$ cat src/rtl/alu_op_sequencer.sv
// Control-side sequencer for the 32-bit ALU: decodes MIPS words into ALU
// OP/select, drives operands, runs MULTU as shift-add passes, returns results.
module alu_op_sequencer #(
  parameter int MUL_ITERS = 32
) (
  input  logic        clk,
  input  logic        reset,
  input  logic        instr_valid,
  output logic        instr_ready,
  input  logic [31:0] instr,
  input  logic [31:0] rs_data,
  input  logic [31:0] rt_data,
  output logic [31:0] alu_A,
  output logic [31:0] alu_B,
  output logic [2:0]  alu_OP,
  output logic [2:0]  alu_select,
  input  logic [31:0] alu_res,
  input  logic        alu_cout,
  input  logic        alu_V,
  input  logic        alu_Z,
  output logic        res_valid,
  input  logic        res_ready,
  output logic [31:0] res_data,
  output logic [2:0]  res_flags,
  output logic        branch_taken,
  output logic        ovf_trap,
  output logic        illegal
);

  localparam int CNT_W = (MUL_ITERS > 1) ? $clog2(MUL_ITERS) : 1;

  localparam logic [2:0] ALU_AND = 3'b000;
  localparam logic [2:0] ALU_OR  = 3'b001;
  localparam logic [2:0] ALU_ADD = 3'b010;
  localparam logic [2:0] ALU_SUB = 3'b110;
  localparam logic [2:0] ALU_SLT = 3'b111;

  localparam logic [5:0] OPC_RTYPE = 6'h00;
  localparam logic [5:0] OPC_BEQ   = 6'h04;
  localparam logic [5:0] OPC_BNE   = 6'h05;
  localparam logic [5:0] OPC_ADDI  = 6'h08;
  localparam logic [5:0] OPC_SLTI  = 6'h0A;
  localparam logic [5:0] OPC_ANDI  = 6'h0C;
  localparam logic [5:0] OPC_ORI   = 6'h0D;
  localparam logic [5:0] OPC_ADDK  = 6'h1C;

  localparam logic [5:0] FN_MULTU = 6'h19;
  localparam logic [5:0] FN_ADD   = 6'h20;
  localparam logic [5:0] FN_ADDU  = 6'h21;
  localparam logic [5:0] FN_SUB   = 6'h22;
  localparam logic [5:0] FN_SUBU  = 6'h23;
  localparam logic [5:0] FN_AND   = 6'h24;
  localparam logic [5:0] FN_OR    = 6'h25;
  localparam logic [5:0] FN_SLT   = 6'h2A;

  typedef enum logic [1:0] {
    S_IDLE,
    S_EXEC,
    S_MUL,
    S_RESP
  } state_t;

  typedef struct packed {
    logic [31:0] a;
    logic [31:0] b;
    logic [2:0]  op;
    logic [2:0]  sel;
    logic        trap_en;
    logic        br_eq;
    logic        br_ne;
    logic        illegal;
    logic        is_mul;
  } dec_t;

  state_t state, state_nx;
  dec_t   dec, ctl;

  logic [31:0]      op_a;     // EXEC operand A, or the shifting multiplicand in MUL
  logic [31:0]      op_b;     // EXEC operand B, or the shifting multiplier in MUL
  logic [31:0]      acc;
  logic [31:0]      acc_nx;
  logic [CNT_W-1:0] cnt;
  logic             mul_last;

  logic [5:0]  opcode;
  logic [5:0]  funct;
  logic [15:0] imm;
  logic        unused_fields;

  assign opcode        = instr[31:26];
  assign funct         = instr[5:0];
  assign imm           = instr[15:0];
  assign unused_fields = ^instr[25:16];

  // Decode of the offered word; only latched on accept.
  // NOTE: every combinational output gets a default first so no path can infer a latch.
  always_comb begin
    dec     = '0;
    dec.a   = rs_data;
    dec.b   = rt_data;
    dec.op  = ALU_ADD;
    case (opcode)
      OPC_RTYPE: begin
        case (funct)
          FN_ADD:   begin dec.op = ALU_ADD; dec.trap_en = 1'b1; end
          FN_ADDU:  dec.op = ALU_ADD;
          FN_SUB:   begin dec.op = ALU_SUB; dec.trap_en = 1'b1; end
          FN_SUBU:  dec.op = ALU_SUB;
          FN_AND:   dec.op = ALU_AND;
          FN_OR:    dec.op = ALU_OR;
          FN_SLT:   dec.op = ALU_SLT;
          FN_MULTU: dec.is_mul = 1'b1;
          default:  dec.illegal = 1'b1;
        endcase
      end
      OPC_ADDI: begin
        dec.b       = {{16{imm[15]}}, imm};
        dec.op      = ALU_ADD;
        dec.trap_en = 1'b1;
      end
      OPC_SLTI: begin
        dec.b  = {{16{imm[15]}}, imm};
        dec.op = ALU_SLT;
      end
      OPC_ANDI: begin
        dec.b  = {16'h0000, imm};
        dec.op = ALU_AND;
      end
      OPC_ORI: begin
        dec.b  = {16'h0000, imm};
        dec.op = ALU_OR;
      end
      OPC_BEQ: begin
        dec.op    = ALU_SUB;
        dec.br_eq = 1'b1;
      end
      OPC_BNE: begin
        dec.op    = ALU_SUB;
        dec.br_ne = 1'b1;
      end
      OPC_ADDK: begin
        // The ALU's own A+k path; select values 0 and 7 are not increments.
        if (imm[2:0] == 3'd0 || imm[2:0] == 3'd7) begin
          dec.illegal = 1'b1;
        end else begin
          dec.sel = imm[2:0];
          dec.b   = 32'h0;
        end
      end
      default: dec.illegal = 1'b1;
    endcase
    if (dec.illegal) begin
      dec.a   = 32'h0;
      dec.b   = 32'h0;
      dec.op  = ALU_ADD;
      dec.sel = 3'd0;
    end
  end

  assign mul_last = (cnt == CNT_W'(MUL_ITERS - 1));
  assign acc_nx   = op_b[0] ? alu_res : acc;

  always_comb begin
    state_nx = state;
    case (state)
      S_IDLE:  if (instr_valid) state_nx = dec.is_mul ? S_MUL : S_EXEC;
      S_EXEC:  state_nx = S_RESP;
      S_MUL:   if (mul_last) state_nx = S_RESP;
      S_RESP:  if (res_ready) state_nx = S_IDLE;
      default: state_nx = S_IDLE;
    endcase
  end

  always_comb begin
    instr_ready = (state == S_IDLE);
    res_valid   = (state == S_RESP);
    alu_A       = 32'h0;
    alu_B       = 32'h0;
    alu_OP      = ALU_ADD;
    alu_select  = 3'd0;
    case (state)
      S_EXEC: begin
        alu_A      = op_a;
        alu_B      = op_b;
        alu_OP     = ctl.op;
        alu_select = ctl.sel;
      end
      S_MUL: begin
        alu_A = acc;
        alu_B = op_a;
      end
      default: ;
    endcase
  end

  // NOTE: sequential state uses non-blocking assignments so every register samples pre-edge values.
  always_ff @(posedge clk) begin
    if (reset) begin
      state        <= S_IDLE;
      ctl          <= '0;
      op_a         <= 32'h0;
      op_b         <= 32'h0;
      acc          <= 32'h0;
      cnt          <= '0;
      res_data     <= 32'h0;
      res_flags    <= 3'b000;
      branch_taken <= 1'b0;
      ovf_trap     <= 1'b0;
      illegal      <= 1'b0;
    end else begin
      state <= state_nx;
      case (state)
        S_IDLE: begin
          if (instr_valid) begin
            ctl  <= dec;
            op_a <= dec.a;
            op_b <= dec.b;
            acc  <= 32'h0;
            cnt  <= '0;
          end
        end
        S_EXEC: begin
          res_data     <= ctl.illegal ? 32'h0 : alu_res;
          res_flags    <= ctl.illegal ? 3'b000 : {alu_cout, alu_V, alu_Z};
          branch_taken <= (ctl.br_eq & alu_Z) | (ctl.br_ne & ~alu_Z);
          ovf_trap     <= ctl.trap_en & alu_V;
          illegal      <= ctl.illegal;
        end
        S_MUL: begin
          acc  <= acc_nx;
          op_a <= op_a << 1;
          op_b <= op_b >> 1;
          cnt  <= cnt + 1'b1;
          if (mul_last) begin
            res_data     <= acc_nx;
            res_flags    <= {2'b00, (acc_nx == 32'h0)};
            branch_taken <= 1'b0;
            ovf_trap     <= 1'b0;
            illegal      <= 1'b0;
          end
        end
        default: ;
      endcase
    end
  end

endmodule

$ cat config.mk
export PLATFORM = sky130hd
export DESIGN_NAME = alu_op_sequencer
export DESIGN_NICKNAME = d
export VERILOG_FILES = /design/src/rtl/alu_op_sequencer.sv
export SDC_FILE = /design/constraint.sdc
export NUM_CORES = 1
export LEC_CHECK = 0
export CAP_MARGIN = 20
export CORE_ASPECT_RATIO = 0.6
export CORE_UTILIZATION = 35
export CTS_BUF_LIST = sky130_fd_sc_hd__clkbuf_16
export DETAILED_ROUTE_END_ITERATION = 10
export PLACE_DENSITY_LB_ADDON = 0.3
export SYNTH_ARGS = -nofsm -noshare
export SYNTH_HDL_FRONTEND = slang
export SYNTH_SLANG_ARGS = --single-unit
export TNS_END_PERCENT = 30
$ cat constraint.sdc
create_clock -name clk -period 2.84 [get_ports clk]
set_input_delay 0.568 -clock clk [delete_from_list [all_inputs] [get_ports clk]]
set_output_delay 0.568 -clock clk [all_outputs]
set_load 0.05 [all_outputs]
==> impl_metrics.yaml <==
status:
  outcome: "completed"
route:
  vias: 9290
  wl_um: 33480
  drt_iter0_markers: 819
  via_per_inst: 5.865
  drt_pre_antenna_iters: 5
  drc: 0
  wl_per_cell_um: 21.14
  drtAntennaViolNets: 0
timing:
  min_period_over_period_pct: 98.23
  hold_ws_ns: 0.4565
  rsz0062_at_grt: "yes"
  setup_viol: 0
  min_period_ns: 2.790
  slew_viol_final: 0
  slew_headroom_pct: 51.03
  clock-skew-final_ns: 0.01804
  max_freq_ghz: 0.3585
  worst_slew_pin_slew_ns: 0.7317
  hold_violations: 0
setup_path:
  critPathBufInv: 4
  crit_type: "flip-flop to output port"
  crit_slowest_cell: "dfxtp_1"
  cp_top_family: "buffers and inverters"
  start_kind: "flip-flop"
  cpPeakStageDelay_ns: 0.40
  end_kind: "output port"
  required_ns: 2.27
  crit_chain: "inv_1 > ha_1 > clkinv_2 > buf_6 > a21oi_1 > buf_12"
  rr_worst_depth: 8
  crit_cells: 6
  path_max_fanout: 29
  cp.arrival_ns: 2.22
die:
  rows: 43
  dieHeight_um: 121.6
  dieArea_um2: 24470
  core-area_um2: 23240
  ios: 245
  dieWidth_um: 201.3
  start_util_pct: 35.88
cts:
  cts_root_buf: "clkbuf_16"
  hold_buffers: 0
  clock_latency_ns: 0.43
  cts_tree: "built"
  htreeDepth: 4
  clockBufferDepth: 2
  numCtsBuffers: 17
  post_cts_buffers: 0
  cts_sinks: 151
  clk_pin_slew_worst_paths_ns: 0.07
global_route:
  antenna_found_initial: 1
  grt_usage_pct: 26.96
  grt.overflow.total: 0
  grt_pass1_wl_um: 51310
  grt_pass1_vias: 8734
  grt_max_degree: 69
place:
  dp.cells: 1551
  portBuffers: 234
  place.gp.congestion: 0.8845
  post-dp-hpwl_um: 23680
  dpl-instance-area_um2: 12100
final_layout:
  final_cells: 1584
  final_area_um2: 12790
  synthToLayoutAreaGrowth_pct: 53.43
  fin_util_pct: 55.05
  nNetsFinal: 1398
  drive_above_1_share_pct: 19.70
  antenna_cells: 0
hold_path:
  hold_depth: 2
  hold_path.class: "flip-flop to flip-flop"
yosys:
  syn_nets: 1189
  yosysWarnings: 0
  synth_seq_cells: 151
  async_reset_ff_share_pct: 0
  synth-edff-count: 0
  synthDistinctLibCells: 56
  synth_cells: 1047
  yosysSeqAreaShare_pct: 36.25
  synth_area_per_cell_um2: 7.965
  syn_area_um2: 8339
  yosys_most_used_dff: "dfxtp_1"
power:
  power_switching_mw: 5.675
  p_int_mw: 6.273
  seq_power_share_pct: 25.0
  vdd_ir_drop_max_uv: 625.3
  power_density_nw_per_um2: 933.8
  combPwrFrac_pct: 54.7
  p_leak_nw: 4.524
  p_sw_share_pct: 47.50
  clock_power_share_pct: 20.3
job:
  cap_violations: 0
## power groups by stage
| stage | Clock (mW) | Sequential [mW] | Combinational (mW) |
|---|---|---|---|
| 2_1_floorplan | 0 | 3.41 | 3.56 |
| 3_3_place_gp | 0 | 3.02 | 6.28 |
| 3_5_place_dp | 0 | 3.03 | 6.40 |
| 4_1_cts | 2.44 | 2.98 | 6.45 |
| 5_1_grt | 2.52 | 3.05 | 7.00 |
| 6_report | 2.42 | 2.99 | 6.53 |
## per-stage QoR
stage	power (mW)	TNS (ns)	setup slack, ns
6_report	11.95	0	0.05040
4_1_cts	11.87	0	0.0003704
5_1_grt	12.58	-0.5380	-0.07398
3_3_place_gp	9.298	-4.052	-0.1397
2_1_floorplan	6.973	-1.160	-0.03123
3_5_place_dp	9.423	-9.749	-0.2168
## worst register-to-register path: stages, from the launching register on
cell       delay [ns]
dfxtp_1          0.35
inv_1            0.15
ha_1             0.39
nand2b_1         0.16
buf_4            0.18
o21ai_4          0.25
buf_4            0.32
a211oi_1         0.07
a2111oi_0        0.46
## area by class of cell
| type | instances | area [µm²] |
|---|---|---|
| inverters | 8 | 31.28 |
| multi-input cells | 776 | 5110 |
| flip-flops and latches | 151 | 3024 |
| clock buffers | 17 | 425.4 |
| repair buffers | 302 | 3626 |
| clock inverters | 15 | 183.9 |
| fillers | 2100 | 10450 |
| well taps | 315 | 394.1 |
## metal layers
layer / global-route usage, % / vias up / wire length [µm]
met3: 7.036 / 32 / 2909
met4: 5.966 / 0 / 425
met5: 0 / - / 0
met1: 39.86 / 4477 / 16160
met2: 38.75 / 395 / 13980
li1: - / 4386 / -
## flip-flops by register name (all words and copies together) (netlist names)
register	flops
acc	32
op_a	32
op_b	32
res_data	32
ctl	10
cnt	5
res_flags	3
state	2
branch_taken	1
illegal	1
ovf_trap	1
## cells by family after synthesis
| group | share of synthesized area (%) |
|---|---|
| mux | 4.696 |
| compound gates | 30.88 |
| simple gates | 21.53 |
| flops | 36.25 |
| buf+inv | 5.596 |
| fa+ha+maj | 1.050 |
## final timing paths
path	startpoint	to	slack, ns
max	state[0]$_SDFFE_PP0P_	alu_B[19]	0.05
max reg2reg	state[0]$_SDFFE_PP0P_	op_a[3]$_SDFFE_PP0P_	0.34
min reg2reg	ctl[7]$_SDFFE_PP0P_	ctl[7]$_SDFFE_PP0P_	0.46
min	ctl[7]$_SDFFE_PP0P_	ctl[7]$_SDFFE_PP0P_	0.46
## cells in the final DEF (no fill, tap or decap), types with 12 or more instances in the layout
| master | netlist | routed |
|---|---|---|
| a22oi_1 | 72 | 72 |
| nor2_2 | 0 | 16 |
| a211o_1 | 16 | 16 |
| nand2_1 | 100 | 100 |
| a211oi_1 | 34 | 34 |
| nand3_1 | 13 | 13 |
| and3_1 | 31 | 31 |
| o221a_1 | 15 | 15 |
| clkdlybuf4s50_1 | 0 | 162 |
| mux2_2 | 18 | 18 |
| dfxtp_1 | 151 | 150 |
| nor2_1 | 160 | 127 |
| a21oi_2 | 0 | 12 |
| clkbuf_16 | 0 | 17 |
| buf_4 | 1 | 63 |
| o22ai_1 | 15 | 15 |
| a221oi_1 | 32 | 32 |
| nor3_1 | 40 | 40 |
| mux2_1 | 15 | 15 |
| a2111oi_0 | 31 | 31 |
| a21oi_1 | 72 | 60 |
| buf_12 | 0 | 74 |
| nor2_4 | 0 | 17 |
## synth_stat cells, types with 3 or more instances
master | number | share of area [%]
o32ai_2 | 5 | 0.98
ha_1 | 7 | 1.1
a2111oi_0 | 31 | 3.3
mux2_1 | 15 | 2.0
nand3b_1 | 3 | 0.27
nor4_1 | 11 | 0.83
nor3_1 | 40 | 2.4
a31oi_1 | 3 | 0.23
nand2b_1 | 7 | 0.53
o221a_1 | 15 | 2.0
dfxtp_1 | 151 | 36
o2bb2ai_1 | 4 | 0.42
nand2_1 | 100 | 4.5
inv_1 | 8 | 0.36
a21o_1 | 4 | 0.36
buf_2 | 4 | 0.24
a211oi_1 | 34 | 3.1
a32oi_1 | 4 | 0.42
clkbuf_1 | 100 | 4.5
o21ai_0 | 3 | 0.18
and3_1 | 31 | 2.3
a211o_1 | 16 | 1.7
o31ai_1 | 3 | 0.27
o31ai_2 | 3 | 0.45
o211ai_1 | 3 | 0.27
buf_1 | 6 | 0.27
o22ai_1 | 15 | 1.1
mux2_2 | 18 | 2.4
a221oi_1 | 32 | 3.4
o32ai_1 | 9 | 0.95
a22oi_1 | 72 | 6.5
and2_1 | 8 | 0.60
or4_1 | 7 | 0.63
nor2_1 | 160 | 7.2
nand4_1 | 3 | 0.23
a21oi_1 | 72 | 4.3
o21ai_1 | 6 | 0.36
nand3_1 | 13 | 0.78
## what timing repair did
item | CTS | global route
hold endpoints to repair | 0 | 0
setup endpoints to repair | 9 | 26
gates resized for setup | 2 | 14
Note: power is estimated with default switching activity, not from simulation.
